**src/rtl/fp_sched_pkg.sv**
```systemverilog
// Shared helpers for the sfp multiply/add schedulers: id sizing and the
// round-robin grant search used by every arbiter in the group.
package fp_sched_pkg;

  localparam int MAX_LAT = 4;
  localparam int MAX_N   = 16;

  function automatic int id_w(input int n);
    int w;
    w = $clog2(n);
    return (w < 1) ? 1 : w;
  endfunction

  // First requesting index at or after ptr, wrapping modulo n; 0 when idle.
  function automatic int rr_next(input logic [3:0] ptr, input logic [15:0] req, input int n);
    int idx;
    int res;
    res = 0;
    for (int k = MAX_N - 1; k >= 0; k--) begin
      if (k < n) begin
        idx = (int'(ptr) + k) % n;
        if (req[4'(idx)]) res = idx;
      end
    end
    return res;
  endfunction

endpackage

```
**src/rtl/sfp_mult_full.sv**
```systemverilog
// Full-precision signed fixed-point multiply: integer and fraction widths add,
// no rounding and no saturation, so the product can never overflow.
module sfp_mult_full #(
  parameter int IW1    = 4,
  parameter int QW1    = 4,
  parameter int IW2    = 4,
  parameter int QW2    = 4,
  parameter int EXP_IW = IW1 + IW2,
  parameter int EXP_QW = QW1 + QW2
) (
  input  logic [IW1+QW1-1:0]         a,
  input  logic [IW2+QW2-1:0]         b,
  output logic [IW1+IW2+QW1+QW2-1:0] p
);

  localparam int PIW = IW1 + IW2;
  localparam int PQW = QW1 + QW2;
  localparam int PW  = PIW + PQW;

  generate
    if (PIW != EXP_IW || PQW != EXP_QW) begin : g_width_err
      $error("sfp_mult_full output format does not match the requested product format");
    end
  endgenerate

  logic signed [PW-1:0] a_ext;
  logic signed [PW-1:0] b_ext;

  assign a_ext = PW'($signed(a));
  assign b_ext = PW'($signed(b));
  assign p     = a_ext * b_ext;

endmodule

```
**src/rtl/sfp_rr_arbiter.sv**
```systemverilog
// Round-robin arbiter: one-hot grant from the current pointer, pointer moves
// past the granted lane only when the grant is actually taken.
module sfp_rr_arbiter
  import fp_sched_pkg::*;
#(
  parameter int N = 4
) (
  input  logic                  clk,
  input  logic                  rst,
  input  logic [N-1:0]          req,
  input  logic                  advance,
  output logic [N-1:0]          grant,
  output logic [id_w(N)-1:0]    grant_id
);

  localparam int IDW = id_w(N);

  logic [IDW-1:0] ptr;

  assign grant_id = IDW'(rr_next(4'(ptr), 16'(req), N));
  assign grant    = (|req) ? (N'(1) << grant_id) : '0;

  always_ff @(posedge clk or posedge rst) begin
    if (rst) begin
      ptr <= '0;
    end else if (advance) begin
      ptr <= (grant_id == IDW'(N - 1)) ? '0 : grant_id + 1'b1;
    end
  end

endmodule

```
**src/rtl/sfp_mult_arb.sv**
```systemverilog
// N requesters share one pipelined sfp multiplier; a round-robin arbiter takes
// one operand pair per cycle and products leave in order, tagged by lane.
module sfp_mult_arb
  import fp_sched_pkg::*;
#(
  parameter int N   = 4,
  parameter int IW1 = 4,
  parameter int QW1 = 4,
  parameter int IW2 = 4,
  parameter int QW2 = 4,
  parameter int LAT = 2
) (
  input  logic                           clk,
  input  logic                           rst,
  input  logic [N-1:0]                   req_valid,
  output logic [N-1:0]                   req_ready,
  input  logic [N*(IW1+QW1)-1:0]         req_a,
  input  logic [N*(IW2+QW2)-1:0]         req_b,
  output logic                           out_valid,
  input  logic                           out_ready,
  output logic [id_w(N)-1:0]             out_id,
  output logic [IW1+IW2+QW1+QW2-1:0]     out_val
);

  localparam int W1  = IW1 + QW1;
  localparam int W2  = IW2 + QW2;
  localparam int PW  = W1 + W2;
  localparam int IDW = id_w(N);

  generate
    if (LAT < 1 || LAT > MAX_LAT || N < 2 || N > MAX_N) begin : g_param_err
      $error("sfp_mult_arb: LAT must be 1..4 and N must be 2..16");
    end
  endgenerate

  logic           stall;
  logic           advance;
  logic [N-1:0]   grant;
  logic [IDW-1:0] grant_id;

  // A stalled output freezes the whole pipe, so nothing may be accepted.
  assign stall     = out_valid & ~out_ready;
  assign advance   = (|grant) & ~stall & ~rst;
  assign req_ready = grant & {N{~stall & ~rst}};

  sfp_rr_arbiter #(.N(N)) u_arb (
    .clk      (clk),
    .rst      (rst),
    .req      (req_valid),
    .advance  (advance),
    .grant    (grant),
    .grant_id (grant_id)
  );

  logic           s0_v;
  logic [W1-1:0]  s0_a;
  logic [W2-1:0]  s0_b;
  logic [IDW-1:0] s0_id;
  logic [PW-1:0]  mult_p;

  always_ff @(posedge clk or posedge rst) begin
    if (rst) begin
      s0_v  <= 1'b0;
      s0_a  <= '0;
      s0_b  <= '0;
      s0_id <= '0;
    end else if (!stall) begin
      s0_v  <= advance;
      s0_a  <= req_a[grant_id*W1 +: W1];
      s0_b  <= req_b[grant_id*W2 +: W2];
      s0_id <= grant_id;
    end
  end

  sfp_mult_full #(
    .IW1    (IW1),
    .QW1    (QW1),
    .IW2    (IW2),
    .QW2    (QW2),
    .EXP_IW (IW1 + IW2),
    .EXP_QW (QW1 + QW2)
  ) u_mult (
    .a (s0_a),
    .b (s0_b),
    .p (mult_p)
  );

  generate
    if (LAT == 1) begin : g_lat1
      assign out_valid = s0_v;
      assign out_id    = s0_id;
      assign out_val   = mult_p;
    end else begin : g_latn
      logic           v_q  [LAT-1];
      logic [IDW-1:0] id_q [LAT-1];
      logic [PW-1:0]  p_q  [LAT-1];

      // Bubbles ride through as valid=0 so a gap never blocks later products.
      always_ff @(posedge clk or posedge rst) begin
        if (rst) begin
          for (int k = 0; k < LAT - 1; k++) begin
            v_q[k]  <= 1'b0;
            id_q[k] <= '0;
            p_q[k]  <= '0;
          end
        end else if (!stall) begin
          v_q[0]  <= s0_v;
          id_q[0] <= s0_id;
          p_q[0]  <= mult_p;
          for (int k = 1; k < LAT - 1; k++) begin
            v_q[k]  <= v_q[k-1];
            id_q[k] <= id_q[k-1];
            p_q[k]  <= p_q[k-1];
          end
        end
      end

      assign out_valid = v_q[LAT-2];
      assign out_id    = id_q[LAT-2];
      assign out_val   = p_q[LAT-2];
    end
  endgenerate

endmodule
```
**config.mk**
```make
export PLATFORM = sky130hd
export DESIGN_NAME = sfp_mult_arb
export DESIGN_NICKNAME = d
export VERILOG_FILES = /design/src/rtl/fp_sched_pkg.sv /design/src/rtl/sfp_mult_full.sv /design/src/rtl/sfp_rr_arbiter.sv /design/src/rtl/sfp_mult_arb.sv
export SDC_FILE = /design/constraint.sdc
export NUM_CORES = 1
export LEC_CHECK = 0
export CORE_MARGIN = 2
export CORE_UTILIZATION = 25
export CTS_CLUSTER_SIZE = 14
export DETAILED_ROUTE_END_ITERATION = 10
export HOLD_SLACK_MARGIN = 0.02
export PLACE_DENSITY = 0.44
export SLEW_MARGIN = 40
export SYNTH_ARGS = -nofsm -noshare
export SYNTH_HDL_FRONTEND = slang
export SYNTH_SLANG_ARGS = --single-unit
```
**constraint.sdc**
```tcl
create_clock -name clk -period 6.9 [get_ports clk]
set_input_delay 1.38 -clock clk [delete_from_list [all_inputs] [get_ports clk]]
set_output_delay 1.38 -clock clk [all_outputs]
set_load 0.02 [all_outputs]
```
Yosys cells after proc, flatten, opt, wreduce, memory -nomap -nowiden
Cells that the tools add are included.
{"block": "classes", "muxes": 17, "multipliers": 1, "n_eq_ne": 1, "magnitude_cmp": 4, "n_bitwise": 11, "n_reduce_logical": 5, "n_addsub": 4, "shifts": 3}
{"cell": "$shiftx A32 B6 Y8", "n": 2}
{"cell": "$lt A3 B6 Y1 const B", "n": 3}
{"cell": "$mul A8 B8 Y16", "n": 1}
{"cell": "$mux W2", "n": 5}
{"cell": "$bmux W1 S3", "n": 3}
{"cell": "$reduce_or A4 Y1", "n": 2}
{"cell": "$mux W1", "n": 7}
{"cell": "$reduce_or A2 Y1", "n": 3}
{"cell": "$lt A2 B5 Y1 const B", "n": 1}
{"cell": "$add A2 B1 Y2 const B", "n": 2}
{"cell": "$add A2 B2 Y2 const B", "n": 2}
{"cell": "$and A1 B1 Y1", "n": 4}
{"cell": "$and A4 B4 Y4", "n": 1}
{"cell": "$mux W4", "n": 1}
{"cell": "$shl A1 B2 Y4 const A", "n": 1}
{"cell": "$and A1 B1 Y1 const A", "n": 3}
{"cell": "$not A1 Y1", "n": 3}
{"cell": "$bmux W1 S2", "n": 1}
{"cell": "$eq A2 B2 Y1 const B", "n": 1}
{"block": "word_totals", "reg_bits": 40, "output_inout_bits": 23, "word_cells": 54, "in_bits": 71}

Longest topological paths before layout
Gate-level depths: netlist of the first run.
{"block": "depth", "word_depth": 15, "ltp_mapped": 16}

By module
Synthesis of the first run repeated with hierarchy kept, for this count alone.
{"block": "unflattened", "cells_unflattened": 428, "area_unflattened_um2": 4698.3}
{"module": "sfp_mult_full", "seq_area_each_um2": 0.0, "area_per_inst_um2": 2543.7, "cells_per_inst": 289, "n_inst": 1}
{"module": "sfp_mult_arb", "seq_area_each_um2": 950.9, "area_per_inst_um2": 1879.3, "cells_per_inst": 110, "n_inst": 1}
{"module": "sfp_rr_arbiter", "seq_area_each_um2": 50.0, "area_per_inst_um2": 275.3, "cells_per_inst": 29, "n_inst": 1}

Worst setup path after synthesis of the first run
No wires, ideal clock.
{"block": "synth_path", "path_type": "reg-to-reg", "start": "register s0_b[3]", "end": "register g_latn.p_q (netlist bit out_val[14])", "stages_incl_launch_ff": 15, "slack_ns": 2.441, "required_ns": 6.765, "setup_ns": 0.135, "arrival_ns": 4.324, "path_cell_list": "dfrtp_1 > and2_1 > fa_1 > inv_1 > fa_1 > inv_1 > fa_1 > inv_1 > fa_1 > inv_1 > ha_1 > a21oi_1 > or4b_4 > a211oi_2 > a311oi_2"}
{"block": "synth_between", "elab_chain_cells": 1}
{"element": "from (decl)", "line": "sfp_mult_arb.sv:57", "source": "logic [W2-1:0] s0_b;"}
{"element": "from (signal assigned)", "line": "sfp_mult_arb.sv:70", "source": "s0_b <= req_b[grant_id*W2 +: W2];"}
{"element": "$mul A8 B8 Y16", "line": "sfp_mult_full.sv:31", "source": "assign p = a_ext * b_ext;"}
{"element": "to (signal, indexed assignment)", "line": "sfp_mult_arb.sv:113", "source": "p_q[k] <= p_q[k-1];"}
{"element": "to (decl)", "line": "sfp_mult_arb.sv:96", "source": "logic [PW-1:0] p_q [LAT-1];"}
No other way between the ends.
A chain may end at the register's enable or synchronous reset.

Worst setup path in the final report of the first run
{"block": "layout_path", "start": "input port req_valid[3]", "end": "output port req_ready[3]"}
{"block": "layout_between", "elab_chain_cells": 10, "elab_cells_between_ends": 19}
{"element": "from (decl)", "line": "sfp_mult_arb.sv:15", "source": "input logic [N-1:0] req_valid,"}
{"element": "$bmux W1 S3", "line": "fp_sched_pkg.sv:22", "source": "if (req[4'(idx)]) res = idx;"}
{"element": "$mux W1 (implied by the code) (2 in series)", "line": "fp_sched_pkg.sv:22"}
{"element": "$mux W2 (4 in series)", "line": "fp_sched_pkg.sv:22"}
{"element": "$shl A1 B2 Y4", "line": "sfp_rr_arbiter.sv:21", "source": "assign grant = (|req) ? (N'(1) << grant_id) : '0;"}
{"element": "$mux W4 *", "line": "sfp_rr_arbiter.sv:21"}
{"element": "$and A4 B4 Y4 *", "line": "sfp_mult_arb.sv:44", "source": "assign req_ready = grant & {N{~stall & ~rst}};"}
{"element": "to (decl)", "line": "sfp_mult_arb.sv:16", "source": "output logic [N-1:0] req_ready,"}
Mark *: on every way between the ends. The rest lies on a longest branch, timed or not. The select of a mux whose other input is x is not followed.

==> impl_metrics.yaml, run 1 <==
setup_path:
  crit_slowest_cell: "clkdlybuf4s50_1"
  crit_chain: "clkdlybuf4s50_1 > or2_1 > nand3_4 > clkinv_4 > ha_1 > and2_1 > clkdlybuf4s50_1"
  cp.required_ps: 5520
  reg2reg_slack_ps: 2130
  r2r_start: "s0_b[0]"
  critPathMaxFanout: 20
  crit_path_start: "req_valid[3]"
  cp-start-kind: "input port"
  worstSetupEndpointType: "output pin"
  crit_type: "in2out"
  reg2reg_to: "out_val[14]"
  cp_common_cell: "clkdlybuf4s50_1"
  rr_worst_depth: 15
  crit_arrival_ps: 4000
  slowest_delay_ps: 600
worst_hold_path:
  hold_start: "s0_v"
  hold_depth: 1
  hold_class: "reg2reg"
  min_to: "out_valid"
sta:
  max_slew_margin: 0.460
  fmax_ghz: 0.186
  fin_tns_setup_ps: 0
  fin_crit_sh: 0.780
  setup_violations: 0
  period_minus_slack_ps: 5380
  drv_slew: 0
  fin_worst_skew_ps: 7.16
  rsz0062_at_grt: "false"
  hold_viol: 0
  tightest_slew_ps: 811
clock_network:
  post_cts_buffers: 0
  holdBufCountCts: 0
  cts_resized: 0
  cts_tree: "done"
  clk_latency_ps: 300
  cts.sinks: 40
  cts_inserted_buffers: 5
  cts_root_buffer: "clkbuf_16"
  cts.clk_slew.worst_paths_ps: 70
  clk_path_buf_depth: 2
  htree_levels: 2
status:
  status: "finished clean"
global_routing:
  grt_max_degree: 42
  grt.total_usage: 0.124
  grt_antenna_before_repair: 0
  grt_first_pass_wirelength_um: 19800
  grt_overflow: 0
  grt_pass1_vias: 3897
die:
  fp.dieH_um: 142
  rows: 50
  initial_core_util: 0.254
  core-area_um2: 18600
  die_x_um: 142
  ios: 94
  dieArea_um2: 20100
cells_and_area:
  area_growth_pct: 27.7
  fin_area_um2: 6050
  nets: 749
  drive_gt1_frac: 0.0558
  antenna_cells: 0
  fill_cells: 1959
yosys:
  netlist_area_um2: 4740
  synth.distinct_cells: 45
  synth.net_count: 661
  ys_seq_area_frac: 0.211
  synth-seq-cells: 40
  synth_area_per_cell_um2: 9.44
  syn_inst: 502
  yosysWarnings: 0
drt:
  wl_per_cell_um: 14.4
  wirelength_um: 11900
  vias_per_cell: 4.43
  drtIter0Drc: 110
  first_pass_iters: 4
  vias: 3653
  drcViolationCount: 0
  detail-route-antenna-nets: 0
flow_run:
  cap_viol_max_count: 0
place:
  hpwl_um: 9860
  gp_congestion: 0.770
  io_buffers: 93
  dpl-instance-area_um2: 5910
## worst max path at each step
| stage | to | cells past startpoint |
|---|---|---|
| global route | req_ready[3] | 7 |
| finish | req_ready[3] | 7 |
| CTS | req_ready[3] | 7 |
| global placement | req_ready[3] | 7 |
| floorplan | out_val[14] | 14 |
| detailed placement | req_ready[3] | 7 |
## cell type report
type | count | area [um2] | area share
multi-input cells | 358 | 3320 | 0.548
flip-flops and latches | 40 | 1000 | 0.165
repair buffers | 96 | 953 | 0.157
inverters | 89 | 339 | 0.0560
well taps | 234 | 293 | 0.0484
clock buffers | 5 | 125 | 0.0207
clock inverters | 3 | 23.8 | 0.00393
## flip-flops by register name, indices dropped and copies added (netlist names)
| name | flops |
|---|---|
| out_valid | 1 |
| s0_v | 1 |
| s0_id | 2 |
| s0_b | 8 |
| u_arb.ptr | 2 |
| s0_a | 8 |
| out_id | 2 |
| out_val | 16 |
## cell families after synthesis
| logic type | after synthesis | share of synthesized area |
|---|---|---|
| adder cells (fa/ha/maj) | 88 | 0.319 |
| multiplexers | 16 | 0.0338 |
| AO/OA/AOI/OAI | 77 | 0.132 |
| flip-flops | 40 | 0.211 |
| AND/OR/NAND/NOR | 162 | 0.187 |
| buffers and inverters | 104 | 0.0890 |
| XOR/XNOR | 15 | 0.0277 |
## per-stage QoR
stage | hold slack (ps) | worst slack (ps) | util | cells
3_5_place_dp | 451 | 1560 | 0.317 | 817
5_1_grt | 479 | 1340 | 0.325 | 825
6_report | 456 | 1520 | 0.325 | 825
2_1_floorplan | 435 | 2440 | - | 502
4_1_cts | 466 | 1550 | 0.325 | 825
3_3_place_gp | 441 | 1640 | 0.317 | 817
## worst max-delay path: cells and delay by family
kind	cells	cell delay, ps
buffers and inverters	3	1450
AND/OR/NAND/NOR	3	930
adder cells (fa/ha/maj)	1	230
## cell usage after synthesis, drive strengths merged
| cell type | count | area, um2 |
|---|---|---|
| dfrtp | 40 | 1000 |
| a21oi | 12 | 60.1 |
| o31ai | 1 | 7.51 |
| nand2b | 6 | 37.5 |
| nor4 | 1 | 6.26 |
| o311a | 1 | 10.0 |
| a211o | 1 | 8.76 |
| nor2b | 5 | 33.8 |
| inv | 88 | 330 |
| ha | 33 | 413 |
| clkbuf | 10 | 37.5 |
| fa | 55 | 1100 |
| and4 | 17 | 149 |
| xnor2 | 7 | 61.3 |
| mux2i | 16 | 160 |
| buf | 5 | 45.0 |
| xor2 | 8 | 70.1 |
| nand3 | 4 | 32.5 |
| o21ai | 12 | 71.3 |
| o221ai | 1 | 15.0 |
| and2 | 47 | 294 |
| a41oi | 1 | 8.76 |
| a221oi | 1 | 15.0 |
| o41ai | 1 | 8.76 |
| or4b | 1 | 13.8 |
| or2 | 1 | 6.26 |
| a21o | 6 | 45.0 |
| o22a | 1 | 8.76 |
| a21boi | 1 | 11.3 |
| nand3b | 1 | 7.51 |
| clkinv | 1 | 8.76 |
| nor2 | 31 | 124 |
| nand4 | 1 | 6.26 |
| a211oi | 35 | 313 |
| o21bai | 2 | 26.3 |
| nand2 | 47 | 176 |
| a311oi | 1 | 15.0 |
## cells in the final DEF (no fill, tap or decap), types with 2 or more instances in the layout
| cell | synthesis | final |
|---|---|---|
| a211oi_1 | 25 | 25 |
| a211oi_2 | 10 | 10 |
| a21o_1 | 6 | 6 |
| a21oi_1 | 12 | 12 |
| and2_1 | 47 | 47 |
| and4_1 | 17 | 17 |
| buf_4 | 2 | 3 |
| clkbuf_16 | 0 | 5 |
| clkdlybuf4s50_1 | 0 | 93 |
| clkinv_4 | 1 | 2 |
| clkinvlp_4 | 0 | 2 |
| dfrtp_1 | 40 | 40 |
| fa_1 | 55 | 55 |
| ha_1 | 33 | 33 |
| inv_1 | 88 | 87 |
| mux2i_1 | 16 | 16 |
| nand2_1 | 47 | 47 |
| nand2b_1 | 6 | 6 |
| nand3_1 | 3 | 3 |
| nor2_1 | 30 | 30 |
| nor2b_1 | 4 | 3 |
| nor2b_2 | 1 | 2 |
| o21ai_0 | 11 | 11 |
| xnor2_1 | 7 | 7 |
| xor2_1 | 8 | 8 |
## routing by layer
| layer | vias up | wire length [um] | GRT usage |
|---|---|---|---|
| met4 | 0 | 102 | 0.0237 |
| met3 | 7 | 672 | 0.0378 |
| met1 | 1750 | 5650 | 0.163 |
| met2 | 82 | 5460 | 0.203 |
| met5 | - | 0 | 0 |
| li1 | 1814 | - | - |
Power of run 1 is not shown: default switching activity piles up to over one toggle a cycle in this logic, so the estimate is an artifact.
==> run 2: changes to the inputs <==
--- a/config.mk
+++ b/config.mk
@@ -10,7 +10,7 @@
 export CTS_CLUSTER_SIZE = 14
 export DETAILED_ROUTE_END_ITERATION = 10
 export HOLD_SLACK_MARGIN = 0.02
-export PLACE_DENSITY = 0.44
+export PLACE_DENSITY = 0.45
 export SLEW_MARGIN = 40
 export SYNTH_ARGS = -nofsm -noshare
 export SYNTH_HDL_FRONTEND = slang
==> constraint.sdc (replaced) <==
create_clock -name clk -period 4.75 [get_ports clk]
set_input_delay 0.95 -clock clk [delete_from_list [all_inputs] [get_ports clk]]
set_output_delay 0.95 -clock clk [all_outputs]
set_load 0.02 [all_outputs]
==> impl_metrics.yaml, run 2 (synthesized netlist as in run 1, its figures left out) <==
status:
  status: "finished clean"
sta:
  fin_tns_setup_ps: 0
  setup_violations: 0
  tightest_slew_ps: 536
  max_slew_margin: 0.643
  period_minus_slack_ps: 4570
  rsz0062_at_grt: "false"
  fin_worst_skew_ps: 12.2
  fmax_ghz: 0.219
  fin_crit_sh: 0.962
  hold_viol: 0
  drv_slew: 0
cells_and_area:
  drive_gt1_frac: 0.0972
  area_growth_pct: 31.4
  antenna_cells: 0
  mostFrequentLayoutCells: "93 x clkdlybuf4s50_1, 86 x inv_1, 55 x fa_1, 47 x nand2_1, 47 x and2_1"
  fill_cells: 1972
  final_common_cell: "clkdlybuf4s50_1"
  largest_reg_flops: 16
  nets: 765
setup_path:
  r2r_start: "s0_a[5]"
  reg2reg_slack_ps: 180
  crit_path_start: "s0_a[5]"
  worstSetupEndpointType: "flop"
  reg2reg_to: "out_val[14]"
  cp-start-kind: "flop"
  rr_worst_depth: 14
  crit_end: "out_val[14]"
  cp.required_ps: 4910
  crit_type: "reg2reg"
  crit_arrival_ps: 4730
  critPathMaxFanout: 5
die:
  core-area_um2: 18600
  die_x_um: 142
  rows: 50
  fp.dieH_um: 142
  initial_core_util: 0.254
  dieArea_um2: 20100
  ios: 94
clock_network:
  cts.sinks: 40
  cts.clk_slew.worst_paths_ps: 70
  cts_root_buffer: "clkbuf_16"
  htree_levels: 2
  clk_path_buf_depth: 2
  cts_tree: "done"
  clk_latency_ps: 300
  cts_inserted_buffers: 5
  holdBufCountCts: 0
drt:
  detail-route-antenna-nets: 0
  wl_per_cell_um: 14.3
  drcViolationCount: 0
  first_pass_iters: 4
  drtIter0Drc: 127
  vias_per_cell: 4.42
  wirelength_um: 12000
  vias: 3718
global_routing:
  grt_max_degree: 41
  grt_pass1_vias: 4009
  grt_first_pass_wirelength_um: 20100
  grt_overflow: 0
  grt_antenna_before_repair: 0
  grt.total_usage: 0.124
place:
  gp_congestion: 0.818
  io_buffers: 93
  hpwl_um: 10100
worst_hold_path:
  hold_class: "reg2reg"
  hold_start: "out_id[0]"
flow_run:
  cap_viol_max_count: 0
[run 2: critical path, stage by stage (launching register included)]
cell      delay (ps)
dfrtp_2          460
buf_4            170
and2_1           160
fa_1             460
fa_1             520
fa_1             540
inv_1             50
fa_1             520
inv_1             40
ha_1             340
a21o_1           170
a21oi_1          170
or4b_4           500
a211oi_2         260
a311oi_2          70
[run 2: layout make-up]
cell class | instances | area, um2 | area share
Multi-Input combinational cell | 358 | 3340 | 0.537
Timing Repair Buffer | 112 | 1070 | 0.172
Sequential cell | 40 | 1010 | 0.162
Inverter | 89 | 339 | 0.0545
Tap cell | 234 | 293 | 0.0470
Clock buffer | 5 | 125 | 0.0201
Clock inverter | 3 | 46.3 | 0.00743
[run 2: worst min path at each step]
stage / to / slack (ps) / cells after the start
after floorplan: out_valid / 430 / 1
after global routing: out_id[0] / 490 / 2
after global placement: out_id[1] / 450 / 2
after CTS: out_valid / 470 / 1
after detailed placement: out_id[0] / 450 / 2
final: out_id[0] / 470 / 2
[run 2: repair_timing]
action	in CTS	in global routing
setup endpoints to repair	0	3
gates resized for setup	0	10
buffers inserted	0	1
[run 2: metal layers]
| layer | up-vias | GRT usage | share of wire |
|---|---|---|---|
| li1 | 1838 | - | - |
| met1 | 1795 | 0.170 | 0.48 |
| met2 | 79 | 0.207 | 0.47 |
| met3 | 6 | 0.0209 | 0.038 |
| met4 | 0 | 0.0237 | 0.0089 |
| met5 | - | 0 | 0 |
[run 2: per-stage QoR]
| step | hold WS [ps] | utilization | worst slack (ps) | instances | cell area (um2) |
|---|---|---|---|---|---|
| global placement | 450 | 0.322 | 158 | 831 | 6010 |
| detailed placement | 455 | 0.322 | 93.4 | 831 | 6010 |
| global route | 487 | 0.334 | 14.5 | 841 | 6230 |
| CTS | 468 | 0.332 | 81.3 | 839 | 6180 |
| finish | 467 | 0.334 | 181 | 841 | 6230 |
| floorplan | 435 | - | 291 | 502 | 4740 |
Power of run 2 is left out for the same reason.
==> run 3: changes to the inputs <==
--- a/config.mk
+++ b/config.mk
@@ -7,7 +7,6 @@
 export LEC_CHECK = 0
 export CORE_MARGIN = 2
 export CORE_UTILIZATION = 25
-export CTS_CLUSTER_SIZE = 14
 export DETAILED_ROUTE_END_ITERATION = 10
 export HOLD_SLACK_MARGIN = 0.02
 export PLACE_DENSITY = 0.45
==> results of run 3 <==
Final layout, timing and power as in run 2 (identical DEF).
Power of run 3 is left out for the same reason.
